<file path="config.mk">
export PLATFORM = sky130hd
export DESIGN_NAME = core_scheduler
export DESIGN_NICKNAME = d
export VERILOG_FILES = /design/src/rtl/core_scheduler_pkg.sv /design/src/rtl/core_slot.sv /design/src/rtl/core_scheduler.sv
export SDC_FILE = /design/constraint.sdc
export NUM_CORES = 1
export LEC_CHECK = 0
export ABC_AREA = 1
export CAP_MARGIN = 40
export CORE_MARGIN = 2
export CORE_UTILIZATION = 37
export CTS_CLUSTER_DIAMETER = 100
export CTS_CLUSTER_SIZE = 12
export DETAILED_ROUTE_END_ITERATION = 8
export SYNTH_ARGS = -nofsm -noshare
export SYNTH_HDL_FRONTEND = slang
export SYNTH_SLANG_ARGS = --single-unit
</file>
<file path="constraint.sdc">
create_clock -name clock -period 3.7 [get_ports clock]
set_input_delay 0.555 -clock clock [delete_from_list [all_inputs] [get_ports clock]]
set_output_delay 0.555 -clock clock [all_outputs]
set_load 0.01 [all_outputs]
</file>
<file path="src/rtl/core_scheduler_pkg.sv">
// Shared types and defaults for the matrix-multiplication core scheduler.
package core_scheduler_pkg;

    localparam int unsigned NUM_CORES_DEF = 3;
    localparam int unsigned JOB_W_DEF     = 8;

    // Per-core command encodings driven on status; 2'b11 is never used.
    localparam logic [1:0] STATUS_HOLD = 2'b00;
    localparam logic [1:0] STATUS_RUN  = 2'b01;
    localparam logic [1:0] STATUS_ACK  = 2'b10;

    typedef enum logic [1:0] {
        C_HOLD = 2'b00,
        C_RUN  = 2'b01,
        C_ACK  = 2'b10
    } core_state_t;

    typedef enum logic [1:0] {
        IDLE   = 2'b00,
        ACTIVE = 2'b01,
        FINISH = 2'b10
    } sched_state_t;

endpackage

</file>
<file path="src/rtl/core_slot.sv">
// One core's HOLD/RUN/ACK command FSM and its assigned job index register.
module core_slot
    import core_scheduler_pkg::*;
#(
    parameter int unsigned JOB_W = JOB_W_DEF
) (
    input  logic             clock,
    input  logic             reset,
    input  logic             launch,
    input  logic [JOB_W-1:0] launch_job,
    input  logic             end_process,
    output logic [1:0]       status,
    output logic [JOB_W-1:0] job_id,
    output logic             hold_c,
    output logic             complete_c
);

    core_state_t state;

    // The state register is the status output, so the core command is glitch-free.
    assign status = 2'(state);

    always_comb begin
        hold_c     = (state == C_HOLD);
        complete_c = (state == C_RUN) && end_process;
    end

    always_ff @(posedge clock) begin
        if (reset) begin
            state  <= C_HOLD;
            job_id <= '0;
        end else begin
            case (state)
                C_HOLD: begin
                    if (launch) begin
                        state  <= C_RUN;
                        job_id <= launch_job;
                    end
                end
                C_RUN: begin
                    if (end_process) begin
                        state <= C_ACK;
                    end
                end
                C_ACK: begin
                    state <= C_HOLD;
                end
                default: begin
                    state <= C_HOLD;
                end
            endcase
        end
    end

endmodule

</file>
<file path="src/rtl/core_scheduler.sv">
// Dispatches a run of num_jobs jobs across NUM_CORES cores, round-robin over free cores.
module core_scheduler
    import core_scheduler_pkg::*;
#(
    parameter int unsigned NUM_CORES = NUM_CORES_DEF,
    parameter int unsigned JOB_W     = JOB_W_DEF
) (
    input  logic                       clock,
    input  logic                       reset,
    input  logic                       start,
    input  logic [JOB_W-1:0]           num_jobs,
    input  logic [NUM_CORES-1:0]       end_process,
    output logic [2*NUM_CORES-1:0]     status,
    output logic [JOB_W*NUM_CORES-1:0] job_id,
    output logic                       busy,
    output logic                       done,
    output logic [JOB_W-1:0]           jobs_completed,
    output logic [15:0]                cycle_count
);

    localparam int unsigned PTR_W = (NUM_CORES > 1) ? $clog2(NUM_CORES) : 1;

    sched_state_t         state;
    logic [JOB_W-1:0]     num_jobs_lat;
    logic [JOB_W-1:0]     next_job;
    logic [PTR_W-1:0]     ptr;

    logic [NUM_CORES-1:0] hold_vec;
    logic [NUM_CORES-1:0] complete_vec;
    logic [NUM_CORES-1:0] launch_vec;
    logic                 found;
    logic [PTR_W-1:0]     target;
    logic                 launch_en;
    logic [JOB_W-1:0]     complete_cnt;
    logic                 finish;
    int unsigned          idx;

    // First HOLD core at or after the round-robin pointer, wrapping.
    always_comb begin
        found  = 1'b0;
        target = '0;
        idx    = 0;
        for (int unsigned k = 0; k < NUM_CORES; k++) begin
            idx = 32'(ptr) + k;
            if (idx >= NUM_CORES) begin
                idx = idx - NUM_CORES;
            end
            if (!found && hold_vec[PTR_W'(idx)]) begin
                found  = 1'b1;
                target = PTR_W'(idx);
            end
        end
    end

    always_comb begin
        launch_en  = (state == ACTIVE) && (next_job < num_jobs_lat) && found;
        launch_vec = '0;
        if (launch_en) begin
            launch_vec[target] = 1'b1;
        end
    end

    // Simultaneous completions are all counted in the same edge.
    always_comb begin
        complete_cnt = '0;
        for (int unsigned k = 0; k < NUM_CORES; k++) begin
            complete_cnt = complete_cnt + JOB_W'(complete_vec[k]);
        end
        finish = (jobs_completed == num_jobs_lat) && (&hold_vec);
    end

    for (genvar i = 0; i < NUM_CORES; i++) begin : g_slot
        core_slot #(
            .JOB_W(JOB_W)
        ) u_slot (
            .clock      (clock),
            .reset      (reset),
            .launch     (launch_vec[i]),
            .launch_job (next_job),
            .end_process(end_process[i]),
            .status     (status[2*i +: 2]),
            .job_id     (job_id[JOB_W*i +: JOB_W]),
            .hold_c     (hold_vec[i]),
            .complete_c (complete_vec[i])
        );
    end

    always_ff @(posedge clock) begin
        if (reset) begin
            state          <= IDLE;
            busy           <= 1'b0;
            done           <= 1'b0;
            num_jobs_lat   <= '0;
            next_job       <= '0;
            ptr            <= '0;
            jobs_completed <= '0;
            cycle_count    <= '0;
        end else begin
            case (state)
                IDLE: begin
                    done <= 1'b0;
                    if (start) begin
                        state          <= ACTIVE;
                        busy           <= 1'b1;
                        num_jobs_lat   <= num_jobs;
                        next_job       <= '0;
                        ptr            <= '0;
                        jobs_completed <= '0;
                        cycle_count    <= '0;
                    end
                end
                ACTIVE: begin
                    if (cycle_count != 16'hFFFF) begin
                        cycle_count <= cycle_count + 16'd1;
                    end
                    jobs_completed <= jobs_completed + complete_cnt;
                    if (launch_en) begin
                        next_job <= next_job + JOB_W'(1);
                        ptr      <= (target == PTR_W'(NUM_CORES - 1)) ? '0 : target + PTR_W'(1);
                    end
                    if (finish) begin
                        state <= FINISH;
                        busy  <= 1'b0;
                        done  <= 1'b1;
                    end
                end
                FINISH: begin
                    state <= IDLE;
                    done  <= 1'b0;
                end
                default: begin
                    state <= IDLE;
                    busy  <= 1'b0;
                    done  <= 1'b0;
                end
            endcase
        end
    end

endmodule

</file>
; ---- Word-level counts from Yosys, hierarchy flattened
; Index checks and enable logic that the tools add are counted.
[classes]
add_sub_neg = 11
n_mux = 44
n_eq_ne = 18
n_reduce_logical = 30
n_lt_le_gt_ge = 9
bitwise_logic = 2
[ops]
columns = operator, count
row1 = two-way mux 2 bit, 17
row2 = two-way mux 16 bit, 2
row3 = case mux 16 bit (2 select lines), 1
row4 = case mux 8 bit (2 select lines), 2
row5 = case mux 2 bit (2 select lines), 5
row6 = "inequality test 2 bit, second input constant", 9
row7 = AND reduction 2 bit, 9
row8 = "adder 16 x 1 -> 16 bit, second input constant", 1
row9 = two-way mux 8 bit, 2
row10 = "inequality test 16 bit, second input constant", 1
row11 = "less-than comparator 2 x 3 -> 1 bit, second input constant", 4
row12 = AND reduction 3 bit, 4
row13 = logical AND 1 bit, 9
row14 = two-way mux 1 bit, 9
row15 = "adder 8 x 1 -> 8 bit, second input constant", 1
row16 = adder 8 x 3 -> 8 bit, 1
row17 = "== test 2 x 1 -> 1 bit, second input constant", 4
row18 = == test 8 bit, 1
row19 = zero test 2 bit, 4
row20 = less-than comparator 8 bit, 1
row21 = binary-select mux 1 bit (select 2 bit), 3
row22 = ">= comparator 3 x 2 -> 1 bit, second input constant", 2
row23 = "subtractor 2 bit, second input constant", 3
row24 = "== test 2 bit, second input constant", 2
row25 = other kinds (15), 17
[totals]
word_cells = 128
output_inout_bits = 56
reg_bits = 76
input_bits = 14

; ---- Logic depth before layout (Yosys ltp)
[depth]
word_depth = 18
ltp_mapped = 14
depth_no_buf = 13

; ---- By module
; A second synthesis with hierarchy kept.
[hier_totals]
cells_unflattened = 640
hier_area_um2 = 4342.9
[by_module_without_submodules]
columns = mod, cells_per_inst, area_per_inst_um2, n_inst, seq_area_each_um2
row1 = core_scheduler, 451, 2995.4, 1, 920.9
row2 = core_slot, 63, 449.2, 3, 200.2

; ---- Least setup slack after synthesis
; No wires, ideal clock.
[synth_path]
kind = input to register
start = input port end_process[0]
end = register jobs_completed[6]
t_arrival_ps = 2381
path_stages = 12
setup_ps = 116
t_required_ps = 3584
path_buffers = 0
setup_slack_ps = 1203
cell_sequence = inv_1 -> nor3_1 -> fa_1 -> ha_1 -> inv_1 -> fa_1 -> nor2_1 -> inv_1 -> nor3_1 -> nand3_1 -> o211ai_1 -> inv_1
[synth_via]
elab_chain_cells = 5
[synth_rtl]
columns = item, line
row1 = start: declaration, core_scheduler.sv:12  ; input logic [NUM_CORES-1:0] end_process,
row2 = logical AND 1 bit, core_slot.sv:25  ; complete_c = (state == C_RUN) && end_process;
row3 = adder 1 x 1 -> 2 bit, core_scheduler.sv:67  ; complete_cnt = complete_cnt + JOB_W'(complete_vec[k]);
row4 = adder 2 x 1 -> 3 bit, core_scheduler.sv:67
row5 = adder 8 x 3 -> 8 bit, core_scheduler.sv:116  ; jobs_completed <= jobs_completed + complete_cnt;
row6 = case mux 8 bit (2 select lines), core_scheduler.sv:99  ; case (state)
row7 = end signal: assignment, core_scheduler.sv:116
row8 = end: declaration, core_scheduler.sv:17  ; output logic [JOB_W-1:0] jobs_completed,
; Every way passes these cells.
; A chain may end at the register's enable or synchronous reset.

; ---- Final worst setup path
; Same ends and word-level chain as after synthesis.

==> impl_metrics.csv <==
group,metric,value,unit
status,result_of_the_run,"finished clean",
logic_synthesis,synthCells,573,
layout,fin_nets,671,
logic_synthesis,post_synthesis_cell_area,4040,sq um
critical_path,critical_path.max_stage_delay,0.52,ns
logic_synthesis,synthesis.nets,604,
clock_network,clkLatencyLatePin,0.34,ns
drt,totalWireLength,10600,um
critical_path,critPathSlowestCell,"sky130_fd_sc_hd__fa_1",
layout,ff_latch_area,1520,sq um
power_and_ir_drop,power.share.clock,25.9,%
power_and_ir_drop,total_leakage_power,1.93,nW
power_and_ir_drop,report.power.total,2.37,mW
clock_network,post_cts_resize_count,0,
place,pre_cts_slack,0.575,ns
layout,layout-area-overhead-vs-synth,24.9,%
drt,drcViolationCount,0,
timing,finalSetupViolations,0,
layout,multi_input_area,2100,sq um
drt,average_detailed_routed_wire_length_per_instance,13.5,um
global_routing,grt_pass1_vias,3664,
power_and_ir_drop,worst_ir_drop_vdd,191,uV
floorplanning,die-area,11800,sq um
floorplanning,die_boundary_height,109,um
global_routing,antenna_found_initial,0,
timing,hold_viol,0,
timing,final_worst_path_period_share,74.7,%
timing,final_critical_path_setup_slack,0.936,ns
logic_synthesis,netlist-cell-type-count,44,
clock_network,cts.path.max_buffers,2,
critical_path,cpLargestDelayFamily,"adder cells",
clock_network,clock_sinks,76,
logic_synthesis,dominantRegCellSynth,"sky130_fd_sc_hd__dfxtp_1",
clock_network,tritoncts_clock_tree,"done",
timing,worstMarginPinSlew,0.730,ns
layout,fill_cells,1124,
logic_synthesis,seq_area_frac_synth,37.6,%
logic_synthesis,netlist.area_leader.share,37.6,%
timing,whs,0.465,ns
critical_path,path_buf_inv,5,
timing,clock.fmax,362,MHz
critical_path,timing.critical_path.required,3.94,ns
drt,routed_via_density,4.96,
logic_synthesis,synth_seq_cells,76,
critical_path,worstSetupStartpointType,"input port",
place,hpwlAfterDp,7560,um
layout,antenna_cells,0,
min_path,worst_hold_class,"reg2reg",
power_and_ir_drop,power.switching_fraction,36.8,%
timing,timing.slew.headroom,51.3,%
clock_network,root_buffer,"sky130_fd_sc_hd__clkbuf_8",
critical_path,arrival,3.00,ns
critical_path,endpoint_kind,"register",
clock_network,cts_setup_buffers,0,
timing,fin_tns_setup,0,ns
power_and_ir_drop,seq_power_share,40.1,%
critical_path,worst_path_most_repeated_cell,"sky130_fd_sc_hd__inv_1",
logic_synthesis,netlist.top_cell.by_area,"sky130_fd_sc_hd__dfxtp_1",
layout,stdcell_count,783,
global_routing,grt_first_pass_wirelength,17600,um
critical_path,crit_path_max_fanout,3,
clock_network,clk_pin_slew,0.08,ns
power_and_ir_drop,power_per_cell_area,469,nW/um^2
global_routing,pin_count_of_the_biggest_net_entering_global_routing,41,
place,port-buffer-count,69,
global_routing,grt_overflow,0,
drt,drt_first_pass_iters,5,
clock_network,htreeDepth,3,
logic_synthesis,cells_taking_the_most_area_after_synthesis,"sky130_fd_sc_hd__dfxtp_1 38%, sky130_fd_sc_hd__nand2_1 10%, sky130_fd_sc_hd__inv_1 7.4%",
logic_synthesis,yosys_warnings,0,
timing,timing.clock.skew,0.0132,ns
power_and_ir_drop,power.switching,873,uW
power_and_ir_drop,cell_internal_pwr,1.50,mW
run,drv.max_cap_violation_count,0,
clock_network,hold_buffers,0,
critical_path,critical_path_class,"in2reg",
critical_path,critical_path.cell_chain,"clkdlybuf4s50_1 > inv_1 > nor3_1 > fa_1 > ha_1 > inv_1 > fa_1 > nor2_1 > inv_1 > nor3_1 > nand3_1 > o211ai_1 > inv_1",
place,gp_routability_congestion,0.896,
timing,grt_setup_unrepaired,"false",
drt,ant_nets,0,
floorplanning,starting_density_of_the_core,37.6,%
power_and_ir_drop,p_comb_share,34.0,%
layout,final_layout_size_suffix_gt1_share,7.78,%
floorplanning,top_level_ports,70,
floorplanning,standard_cell_rows,38,
logic_synthesis,syn-mean-instance-area,7.06,sq um
timing,final_max_slew_viol_count,0,
drt,via_count,3880,
floorplanning,coreArea,10700,sq um
place,post-place-cells,769,
clock_network,numCtsBuffers,9,
timing,layout_min_cycle_time,2.76,ns
drt,number_of_drc_markers_after_the_initial_detailed_route_iteration,245,
global_routing,gr-usage-all-layers,18.9,%
logic_synthesis,asyncSetResetFlopFracSynth,0,%
floorplanning,die_w,109,um
logic_synthesis,synth_edf_count,0,
-- path summary, 6_finish.rpt --
path / start / endpoint / slack (ns) / depth (start not counted)
setup / recovery: end_process[0] / jobs_completed[6]$_SDFFE_PP0P_ / 0.94 / 13
hold / removal: g_slot[1].u_slot.job_id[4]$_SDFFE_PP0P_ / g_slot[1].u_slot.job_id[4]$_SDFFE_PP0P_ / 0.47 / 2
setup reg to reg: state[1]$_SDFFE_PP0P_ / next_job[7]$_SDFFE_PP0P_ / 1.18 / 12
hold reg to reg: g_slot[1].u_slot.job_id[4]$_SDFFE_PP0P_ / g_slot[1].u_slot.job_id[4]$_SDFFE_PP0P_ / 0.47 / 2
-- layout by cell type (no fill, tap or decap), types with 8 or more instances in the layout --
cell,n
sky130_fd_sc_hd__clkdlybuf4s50_1,69
sky130_fd_sc_hd__inv_1,80
sky130_fd_sc_hd__nand4_1,14
sky130_fd_sc_hd__nor2_1,63
sky130_fd_sc_hd__clkbuf_8,9
sky130_fd_sc_hd__nand3_1,42
sky130_fd_sc_hd__ha_1,15
sky130_fd_sc_hd__nand2_1,113
sky130_fd_sc_hd__a21oi_1,48
sky130_fd_sc_hd__o21ai_0,30
sky130_fd_sc_hd__dfxtp_1,76
sky130_fd_sc_hd__nor3_1,8
sky130_fd_sc_hd__xor2_1,8
-- synthesized netlist by cell type, drive strengths merged, types with 2 or more instances --
| cell type | number |
|---|---|
| nand2 | 117 |
| nor2 | 71 |
| nor3 | 10 |
| clkbuf | 9 |
| nand3 | 44 |
| dfxtp | 76 |
| fa | 2 |
| o21ai | 33 |
| o22ai | 6 |
| or2 | 4 |
| buf | 8 |
| o211ai | 2 |
| nand4 | 14 |
| inv | 88 |
| xor2 | 8 |
| a21oi | 50 |
| nor4 | 4 |
| a22oi | 2 |
| ha | 15 |
| xnor2 | 2 |
-- routing by layer --
| layer | GRT usage, % | vias up | share of wire [%] |
|---|---|---|---|
| met5 | 0 | - | 0 |
| met4 | 6.41 | 0 | 0.84 |
| met3 | 3.62 | 9 | 5.0 |
| met2 | 32.2 | 100 | 48 |
| met1 | 23.9 | 1781 | 46 |
| li1 | - | 1990 | - |
-- registers in the layout, summed over array words and instances (netlist names) --
register              cells
busy                      1
cycle_count              16
done                      1
g_slot.u_slot.job_id     24
g_slot.u_slot.status      6
jobs_completed            8
next_job                  8
num_jobs_lat              8
ptr                       2
state                     2
-- area by class of cell --
cell class,count,area share [%]
multi-input combinational,392,41.6
sequential,76,30.1
timing repair buffer,73,14.7
inverter,88,6.59
tap,140,3.47
clock buffer,9,2.45
clock inverter,5,1.09
-- metrics by stage --
stage	cell area [sq um]	utilization (%)
floorplan	4040	-
global placement	4840	45.1
detailed placement	4870	45.3
CTS	5050	47.0
global route	5050	47.0
finish	5050	47.0
-- kinds of logic after synthesis --
family / after synthesis / synth area share, %
simple gates: 267 / 30.8
compound gates: 98 / 13.3
fa+ha+maj: 17 / 5.63
flops: 76 / 37.6
buf+inv: 105 / 10.4
xor+xnor: 10 / 2.17
-- power groups by stage --
| stage | sequential, mW | combinational (mW) | clock, mW |
|---|---|---|---|
| 2_1_floorplan | 0.984 | 0.543 | 0 |
| 3_5_place_dp | 0.969 | 0.804 | 0 |
| 5_1_grt | 0.961 | 0.900 | 0.671 |
| 4_1_cts | 0.950 | 0.808 | 0.633 |
| 6_report | 0.949 | 0.807 | 0.614 |
| 3_3_place_gp | 0.965 | 0.787 | 0 |
-- worst reg2reg max path, cell delays in order (launching register included) --
cell	delay [ns]
sky130_fd_sc_hd__dfxtp_1	0.33
sky130_fd_sc_hd__inv_1	0.05
sky130_fd_sc_hd__nand2_1	0.04
sky130_fd_sc_hd__buf_4	0.18
sky130_fd_sc_hd__inv_1	0.56
sky130_fd_sc_hd__o211ai_1	0.19
sky130_fd_sc_hd__inv_1	0.09
sky130_fd_sc_hd__nand2_1	0.12
sky130_fd_sc_hd__nor2_8	0.34
sky130_fd_sc_hd__nor2_4	0.13
sky130_fd_sc_hd__inv_1	0.22
sky130_fd_sc_hd__nand2_1	0.09
sky130_fd_sc_hd__a21oi_1	0.13
No activity file was read; power rests on OpenSTA's default activity.
